**config.mk**
```make
export PLATFORM = sky130hd
export DESIGN_NAME = multicycle_ctrl
export DESIGN_NICKNAME = d
export VERILOG_FILES = /design/src/rtl/mips_pkg.sv /design/src/rtl/multicycle_ctrl.sv
export SDC_FILE = /design/constraint.sdc
export NUM_CORES = 1
export LEC_CHECK = 0
export CAP_MARGIN = 5
export CORE_AREA = 2 2 47 60
export DETAILED_ROUTE_END_ITERATION = 6
export DIE_AREA = 0 0 49 62
export PLACE_DENSITY = 0.68
export SYNTH_ARGS = -nofsm -noshare
export SYNTH_HDL_FRONTEND = slang
export SYNTH_SLANG_ARGS = --single-unit
```
**constraint.sdc**
```tcl
create_clock -name clk -period 2.04 [get_ports clk]
set_input_delay 0.408 -clock clk [delete_from_list [all_inputs] [get_ports clk]]
set_output_delay 0.408 -clock clk [all_outputs]
set_load 0.01 [all_outputs]
```
**src/rtl/mips_pkg.sv**
```systemverilog
// Shared encodings for the multicycle MIPS controller: opcodes, FSM states, mux/ALU select codes.
// Pure declarations; no logic or timing of its own.
package mips_pkg;

  localparam logic [5:0] OP_LW    = 6'b100011;
  localparam logic [5:0] OP_SW    = 6'b101011;
  localparam logic [5:0] OP_ADDI  = 6'b001000;
  localparam logic [5:0] OP_BEQ   = 6'b000100;
  localparam logic [5:0] OP_RTYPE = 6'b000000;
  localparam logic [5:0] OP_J     = 6'b000010;

  typedef enum logic [3:0] {
    S_FETCH  = 4'd0,
    S_DECODE = 4'd1,
    S_MEMADR = 4'd2,
    S_MEMRD  = 4'd3,
    S_MEMWB  = 4'd4,
    S_MEMWR  = 4'd5,
    S_EXEC   = 4'd6,
    S_ALUWB  = 4'd7,
    S_BRANCH = 4'd8,
    S_ADDIEX = 4'd9,
    S_ADDIWB = 4'd10,
    S_JUMP   = 4'd11,
    S_FAULT  = 4'd12
  } state_t;

  localparam logic [1:0] ALUOP_ADD   = 2'b00;
  localparam logic [1:0] ALUOP_SUB   = 2'b01;
  localparam logic [1:0] ALUOP_FUNCT = 2'b10;

  localparam logic [1:0] SRCB_REGB   = 2'b00;
  localparam logic [1:0] SRCB_FOUR   = 2'b01;
  localparam logic [1:0] SRCB_IMM    = 2'b10;
  localparam logic [1:0] SRCB_IMM_SH = 2'b11;

  localparam logic [1:0] PCSRC_ALU    = 2'b00;
  localparam logic [1:0] PCSRC_ALUOUT = 2'b01;
  localparam logic [1:0] PCSRC_JUMP   = 2'b10;

  typedef struct packed {
    logic       pc_write;
    logic       pc_write_cond;
    logic       i_or_d;
    logic       mem_read;
    logic       mem_write;
    logic       ir_write;
    logic       mem_to_reg;
    logic       alu_src_a;
    logic       reg_write;
    logic       reg_dst;
    logic [1:0] alu_op;
    logic [1:0] alu_src_b;
    logic [1:0] pc_source;
    logic       instr_done;
  } ctrl_t;

  // States that stall on mem_ready and therefore run the timeout counter.
  function automatic logic is_wait_state(state_t s);
    return (s == S_FETCH) || (s == S_MEMRD) || (s == S_MEMWR);
  endfunction

endpackage

```
**src/rtl/multicycle_ctrl.sv**
```systemverilog
// Multicycle MIPS main control FSM; datapath controls decode combinationally from state and mem_ready (0 latency).
// Backpressure: mem_ready stalls FETCH/MEMRD/MEMWR; a stall reaching TO_CYCLES enters a sticky FAULT.
module multicycle_ctrl
  import mips_pkg::*;
#(
  parameter int TO_CYCLES = 16
) (
  input  logic       clk,
  input  logic       rst_n,
  input  logic [5:0] opcode,
  input  logic       mem_ready,
  output logic       PCWrite,
  output logic       PCWriteCond,
  output logic       IorD,
  output logic       MemRead,
  output logic       MemWrite,
  output logic       IRWrite,
  output logic       MemtoReg,
  output logic       ALUSrcA,
  output logic       RegWrite,
  output logic       RegDst,
  output logic [1:0] ALUOp,
  output logic [1:0] ALUSrcB,
  output logic [1:0] PCSource,
  output logic [3:0] state,
  output logic       instr_done,
  output logic       fault
);

  localparam logic [4:0] WAIT_LIMIT = 5'(TO_CYCLES - 1);

  state_t     cur_state;
  state_t     next_state;
  logic [4:0] wait_cnt;
  logic       wait_expired;
  logic       fetch_rdy;
  ctrl_t      ctrl;

  assign wait_expired = (wait_cnt == WAIT_LIMIT);

  // Fetch write gating is also held off by reset so no PC/IR write escapes while rst_n is low.
  assign fetch_rdy = mem_ready & rst_n;

  always_ff @(posedge clk or negedge rst_n) begin
    if (!rst_n) begin
      cur_state <= S_FETCH;
    end else begin
      cur_state <= next_state;
    end
  end

  // Counter restarts on every state change, so each wait state is entered with a clean count.
  always_ff @(posedge clk or negedge rst_n) begin
    if (!rst_n) begin
      wait_cnt <= 5'd0;
    end else if (next_state != cur_state) begin
      wait_cnt <= 5'd0;
    end else if (is_wait_state(cur_state) && !mem_ready) begin
      wait_cnt <= wait_cnt + 5'd1;
    end
  end

  always_comb begin
    next_state = cur_state;
    case (cur_state)
      S_FETCH: begin
        if (mem_ready)         next_state = S_DECODE;
        else if (wait_expired) next_state = S_FAULT;
      end
      S_DECODE: begin
        case (opcode)
          OP_LW, OP_SW: next_state = S_MEMADR;
          OP_RTYPE:     next_state = S_EXEC;
          OP_BEQ:       next_state = S_BRANCH;
          OP_ADDI:      next_state = S_ADDIEX;
          OP_J:         next_state = S_JUMP;
          default:      next_state = S_FAULT;
        endcase
      end
      S_MEMADR: begin
        if (opcode == OP_LW)      next_state = S_MEMRD;
        else if (opcode == OP_SW) next_state = S_MEMWR;
        else                      next_state = S_FAULT;
      end
      S_MEMRD: begin
        if (mem_ready)         next_state = S_MEMWB;
        else if (wait_expired) next_state = S_FAULT;
      end
      S_MEMWB:  next_state = S_FETCH;
      S_MEMWR: begin
        if (mem_ready)         next_state = S_FETCH;
        else if (wait_expired) next_state = S_FAULT;
      end
      S_EXEC:   next_state = S_ALUWB;
      S_ALUWB:  next_state = S_FETCH;
      S_BRANCH: next_state = S_FETCH;
      S_ADDIEX: next_state = S_ADDIWB;
      S_ADDIWB: next_state = S_FETCH;
      S_JUMP:   next_state = S_FETCH;
      S_FAULT:  next_state = S_FAULT;
      default:  next_state = S_FAULT;
    endcase
  end

  always_comb begin
    ctrl = '0;
    case (cur_state)
      S_FETCH: begin
        ctrl.mem_read  = 1'b1;
        ctrl.alu_src_b = SRCB_FOUR;
        ctrl.ir_write  = fetch_rdy;
        ctrl.pc_write  = fetch_rdy;
      end
      S_DECODE: begin
        ctrl.alu_src_b = SRCB_IMM_SH;
      end
      S_MEMADR: begin
        ctrl.alu_src_a = 1'b1;
        ctrl.alu_src_b = SRCB_IMM;
      end
      S_MEMRD: begin
        ctrl.mem_read = 1'b1;
        ctrl.i_or_d   = 1'b1;
      end
      S_MEMWB: begin
        ctrl.reg_write  = 1'b1;
        ctrl.mem_to_reg = 1'b1;
        ctrl.instr_done = 1'b1;
      end
      S_MEMWR: begin
        ctrl.mem_write  = 1'b1;
        ctrl.i_or_d     = 1'b1;
        ctrl.instr_done = mem_ready;
      end
      S_EXEC: begin
        ctrl.alu_src_a = 1'b1;
        ctrl.alu_op    = ALUOP_FUNCT;
      end
      S_ALUWB: begin
        ctrl.reg_write  = 1'b1;
        ctrl.reg_dst    = 1'b1;
        ctrl.instr_done = 1'b1;
      end
      S_BRANCH: begin
        ctrl.alu_src_a     = 1'b1;
        ctrl.alu_op        = ALUOP_SUB;
        ctrl.pc_write_cond = 1'b1;
        ctrl.pc_source     = PCSRC_ALUOUT;
        ctrl.instr_done    = 1'b1;
      end
      S_ADDIEX: begin
        ctrl.alu_src_a = 1'b1;
        ctrl.alu_src_b = SRCB_IMM;
      end
      S_ADDIWB: begin
        ctrl.reg_write  = 1'b1;
        ctrl.instr_done = 1'b1;
      end
      S_JUMP: begin
        ctrl.pc_write   = 1'b1;
        ctrl.pc_source  = PCSRC_JUMP;
        ctrl.instr_done = 1'b1;
      end
      default: ctrl = '0;
    endcase
  end

  assign PCWrite     = ctrl.pc_write;
  assign PCWriteCond = ctrl.pc_write_cond;
  assign IorD        = ctrl.i_or_d;
  assign MemRead     = ctrl.mem_read;
  assign MemWrite    = ctrl.mem_write;
  assign IRWrite     = ctrl.ir_write;
  assign MemtoReg    = ctrl.mem_to_reg;
  assign ALUSrcA     = ctrl.alu_src_a;
  assign RegWrite    = ctrl.reg_write;
  assign RegDst      = ctrl.reg_dst;
  assign ALUOp       = ctrl.alu_op;
  assign ALUSrcB     = ctrl.alu_src_b;
  assign PCSource    = ctrl.pc_source;
  assign instr_done  = ctrl.instr_done;
  assign state       = cur_state;
  assign fault       = (cur_state == S_FAULT);

endmodule

```
; Word level (Yosys, flattened, before mapping)
; Cells that the tools add are included.
[totals]
regBits = 9
latchBits = 0
ramBits = 0
romBits = 0
inputBits = 9
out_inout_bits = 22
wordCells = 61
memories = 0
[classes]
addsub = 1
n_mul = 0
n_div = 0
order_cmp = 0
n_eq_ne = 19
shift = 0
n_mux = 24
bitwise = 1
reduce_logical = 14
[op_table]
columns = operator, count
row1 = 4-bit one-hot mux with 8 select lines, 1
row2 = 4-bit two-way mux, 6
row3 = 4-bit == test (second input constant), 5
row4 = 4-bit one-hot mux with 5 select lines, 1
row5 = 4-bit by 3-bit == test with 1-bit output (second input constant), 4
row6 = 6-bit == test (second input constant), 2
row7 = 5-bit two-way mux, 2
row8 = 1-bit two-way mux, 9
row9 = 4-bit by 2-bit == test with 1-bit output (second input constant), 2
row10 = 2-bit one-hot mux with 2 select lines, 2
row11 = 2-bit OR reduction, 4
row12 = 6-bit by 2-bit == test with 1-bit output (second input constant), 1
row13 = 6-bit by 3-bit == test with 1-bit output (second input constant), 1
row14 = 6-bit by 4-bit == test with 1-bit output (second input constant), 1
row15 = 6-bit zero test, 1
row16 = 2-bit one-hot mux with 3 select lines, 1
row17 = 5-bit by 1-bit adder with 5-bit output (second input constant), 1
row18 = 5-bit by 4-bit == test with 1-bit output (second input constant), 1
row19 = 5-bit OR reduction, 1
row20 = 4-bit by 1-bit == test with 1-bit output (second input constant), 1
row21 = 4-bit zero test, 1
row22 = 4-bit inequality test, 1
row23 = 1-bit one-hot mux with 2 select lines, 2
row24 = 4-bit OR reduction, 1
row25 = other kinds (6), 7

; Logic depth before layout (Yosys ltp)
[depth]
depth_word = 6
ltp_mapped = 9
ltp_nobuf = 9

; Worst setup path after synthesis
; No wires, ideal clock.
[synth_timing]
kind = register to register
start = register wait_cnt[0]
end = register wait_cnt[0]
setup_time_ns = 0.086
t_arrival_ns = 2.093
slack_ns = -0.140
stages_incl_launch_ff = 10
path_buffers = 0
period_less_slack_ns = 2.180
cell_sequence = dfrtp_1 ha_1 and3_1 ha_1 or4b_4 o21ai_2 a211oi_2 o311ai_2 o2111ai_2 nor3_1
[synth_via]
elab_chain_cells = 6
elab_cells_between_ends = 11
[synth_rtl]
columns = element, line
row1 = from (decl), multicycle_ctrl.sv:34  ; logic [4:0] wait_cnt;
row2 = from (signal assigned), multicycle_ctrl.sv:59  ; wait_cnt <= wait_cnt + 5'd1;
row3 = 5-bit by 4-bit == test with 1-bit output, multicycle_ctrl.sv:39  ; assign wait_expired = (wait_cnt == WAIT_LIMIT);
row4 = 4-bit two-way mux, "multicycle_ctrl.sv:68, multicycle_ctrl.sv:87, multicycle_ctrl.sv:92"
row5 = 4-bit two-way mux (on tied branches), "multicycle_ctrl.sv:91, multicycle_ctrl.sv:67, multicycle_ctrl.sv:86"
row6 = 4-bit one-hot mux with 8 select lines, multicycle_ctrl.sv:65  ; case (cur_state)
row7 = 4-bit inequality test, multicycle_ctrl.sv:56  ; end else if (next_state != cur_state) begin
row8 = 5-bit two-way mux or 2-bit nonzero test (tied branches), -
; Several ways; a longest one is shown, not always the timed one. The select of a mux whose other input is x is not followed.
; A chain may end at the register's enable or synchronous reset.

; Worst setup path in the final report
[layout_timing]
start = register wait_cnt[1]
end = register wait_cnt[4]
; The elaborated chain is that of the path after synthesis.

==> out/metrics.cfg <==
[status]
status = finished, violations left
violations = negative setup slack

[yosys]
ys_ff_latch = 9
synth_largest_area_cell = dfrtp_1
synth_ff_type = dfrtp_1
yosysMostFrequentCell = nor2_1
synthArstFlopShare_pct = 100
synth-seq-area-share_pct = 23.3
synth_warnings = 0
synth_cell_types = 47
syn-num-nets = 136
synthCells = 125
yosys-top-cells-area = dfrtp_1 (23%), nor2_1 (6.6%), nor3_1 (5.2%)
synth_area_um2 = 967
syn_area_per_cell_um2 = 7.74
synthTopCellsByCount = nor2_1 (17), nor3_1 (10), dfrtp_1 (9), nand2_1 (9)
synth.top_cell.area_share_pct = 23.3
synth_edf_count = 0

[floorplan]
rows = 21
start_util_pct = 37.9
core_um2 = 2550
die_x_um = 49
die_area_um2 = 3040
die-height_um = 62
io_pins = 31

[timing]
period_minus_slack_ps = 2160
fmax_mhz = 463
period_share_pct = 106
rsz0062_at_grt = true
maxSlewViolCount = 0
hold_viol = 0
setup_viol = 6
fin_ws_ps = -119
finClkSkew_ps = 8.41
relSlewSlack_pct = 64.5
tightest_slew_ps = 526

[critical_path]
reg2reg_depth = 9
critPathKind = reg -> reg
crit_path_max_fanout = 5
crit_start = wait_cnt[1]$_DFFE_PN0P_
startpoint_type = flip-flop
timing.rr.start = wait_cnt[1]$_DFFE_PN0P_
path_delay_family = simple AND/OR/NAND/NOR gates
r2r_end = wait_cnt[4]$_DFFE_PN0P_
critical-path-slowest-cell = or4b_4
reg2reg_slack_ps = -120
cpPeakStageDelay_ps = 490
worst-path-buf-inv = 0
crit_path_cell_trace = ha_2 > and3_4 > ha_4 > or4b_4 > o21ai_4 > a211oi_4 > o311ai_4 > o2111ai_4 > nor3_1
cp.required_ps = 2230
worstSetupEndpointType = flip-flop
cp.arrival_ps = 2350

[clock_tree]
root_buffer = clkbuf_4
clk_pin_slew_ps = 70
cts.sinks = 9
htree_levels = 1
cts_tree = yes
cts_hold_buf = 0
numCtsBuffers = 3
ctsLongestPathBuffers = 2
clk_latency_ps = 260

[global_routing]
grt_remaining_overflow = 0
grt_max_degree = 10
grt_pass1_wl_mm = 5.03
grt_pass1_vias = 1153
grt.total_usage_pct = 21.3
antenna_found_initial = 0

[place]
gp_congestion = 0.955
io_buffers = 30
placed_area_um2 = 1560
hpwl_mm = 2.54
dp.cells = 216
pre_cts_ws_ps = -239

[power]
powerDensity_nw_per_um2 = 1170
leakagePower_nw = 0.797
finalPower_mw = 2.03
ir_drop_mv = 0.737

[route]
ant_nets = 0
wl_per_cell_um = 14.2
drt_first_pass_iters = 4
num_vias = 1215
drtIter0Drc = 22
drc = 0
via_per_inst = 5.35
drt-total-wl_mm = 3.23

[finish]
n_antenna_cell = 0
final_area_um2 = 1730
finalNonFillerCells = 227
drive_above_1_share_pct = 40.9
syn2layout_area_growth_pct = 78.9
nets = 205

[min_path]
hold_path.class = in -> async

[run]
drv_cap = 0

## worst reg2reg max path, cell delays in order (launching register included)
cell and delay (ps):
dfrtp_1 390, ha_2 190, and3_4 180, ha_4 160, or4b_4 490, o21ai_4 90
a211oi_4 110, o311ai_4 100, o2111ai_4 220, nor3_1 160
## worst max path at each step
stage / to / slack (ps) / depth (start not counted)
final: wait_cnt[4]$_DFFE_PN0P_ / -120 / 9
after global routing: wait_cnt[0]$_DFFE_PN0P_ / -230 / 9
after CTS: wait_cnt[1]$_DFFE_PN0P_ / -140 / 9
after detailed placement: wait_cnt[0]$_DFFE_PN0P_ / -240 / 7
after global placement: state[3]$_DFF_PN0_ / -190 / 8
after floorplan: wait_cnt[0]$_DFFE_PN0P_ / -10 / 9
## power breakdown
| part | switching, mW | internal (mW) |
|---|---|---|
| registers | 0.0660 | 0.219 |
| clock network | 0.0685 | 0.0724 |
| logic | 0.805 | 0.800 |
## per-layer routing
metal / part of all wire [%] / wire [µm] / global-route usage, % / vias to the layer above
li1: - / - / - / 585
met1: 37 / 1200 / 22.2 / 587
met2: 57 / 1830 / 43.6 / 33
met3: 2.9 / 92 / 2.87 / 10
met4: 3.2 / 104 / 8.98 / 0
met5: 0 / 0 / 0 / -
## state kept, by name, indices dropped and copies added, names as in the netlist
register,flops
wait_cnt,5
state,4
## layout by cell type (no fill, tap or decap), drive strengths merged, types with 2 or more instances in the layout
cell type and count:
buf 45, nor2 18, dlygate4sd2 16, clkdlybuf4s50 12, nor3 10, nand2 9, dfrtp 9, nand2b 5
xor2 5, o21ai 5, a21oi 4, nand3 4, inv 4, and3 4, o311ai 4, o31ai 3
clkbuf 3, a22oi 2, nor2b 2, o22ai 2, mux2i 2, xnor2 2, or2 2, ha 2
clkdlybuf4s15 2
## metrics by stage
| step | hold WS, ps | TNS, ps | util (%) |
|---|---|---|---|
| after floorplan | 112 | -63.9 | - |
| after global placement | 552 | -1600 | 61.1 |
| after detailed placement | 572 | -1900 | 61.1 |
| final | 514 | -535 | 67.9 |
| after global routing | 499 | -1360 | 67.9 |
| after CTS | 497 | -637 | 64.8 |
## cells by family (layout without fill, tap and decap cells)
kind of cell	count (synthesis)	count (layout)	synth area share, %
simple gates	59	59	31.4
compound gates	31	31	25.9
buf+inv	15	83	7.63
fa+ha+maj	2	2	2.59
flops	9	9	23.3
xor+xnor	7	7	7.12
mux	2	2	2.07
## what timing repair did
action,in CTS,in global routing
resized for setup,36,8
pin swaps,1,1
setup buffers,5,2
endpoints found under the setup margin,23,11
## final cells by class
type	instances	area, µm²
Tap cell	34	42.5
Sequential cell	9	229
Timing Repair Buffer	75	623
Fill cell	237	818
Clock inverter	1	5.00
Clock buffer	3	22.5
Inverter	4	15.0
Multi-Input combinational cell	101	793
Power figures use the tool's default switching activity.
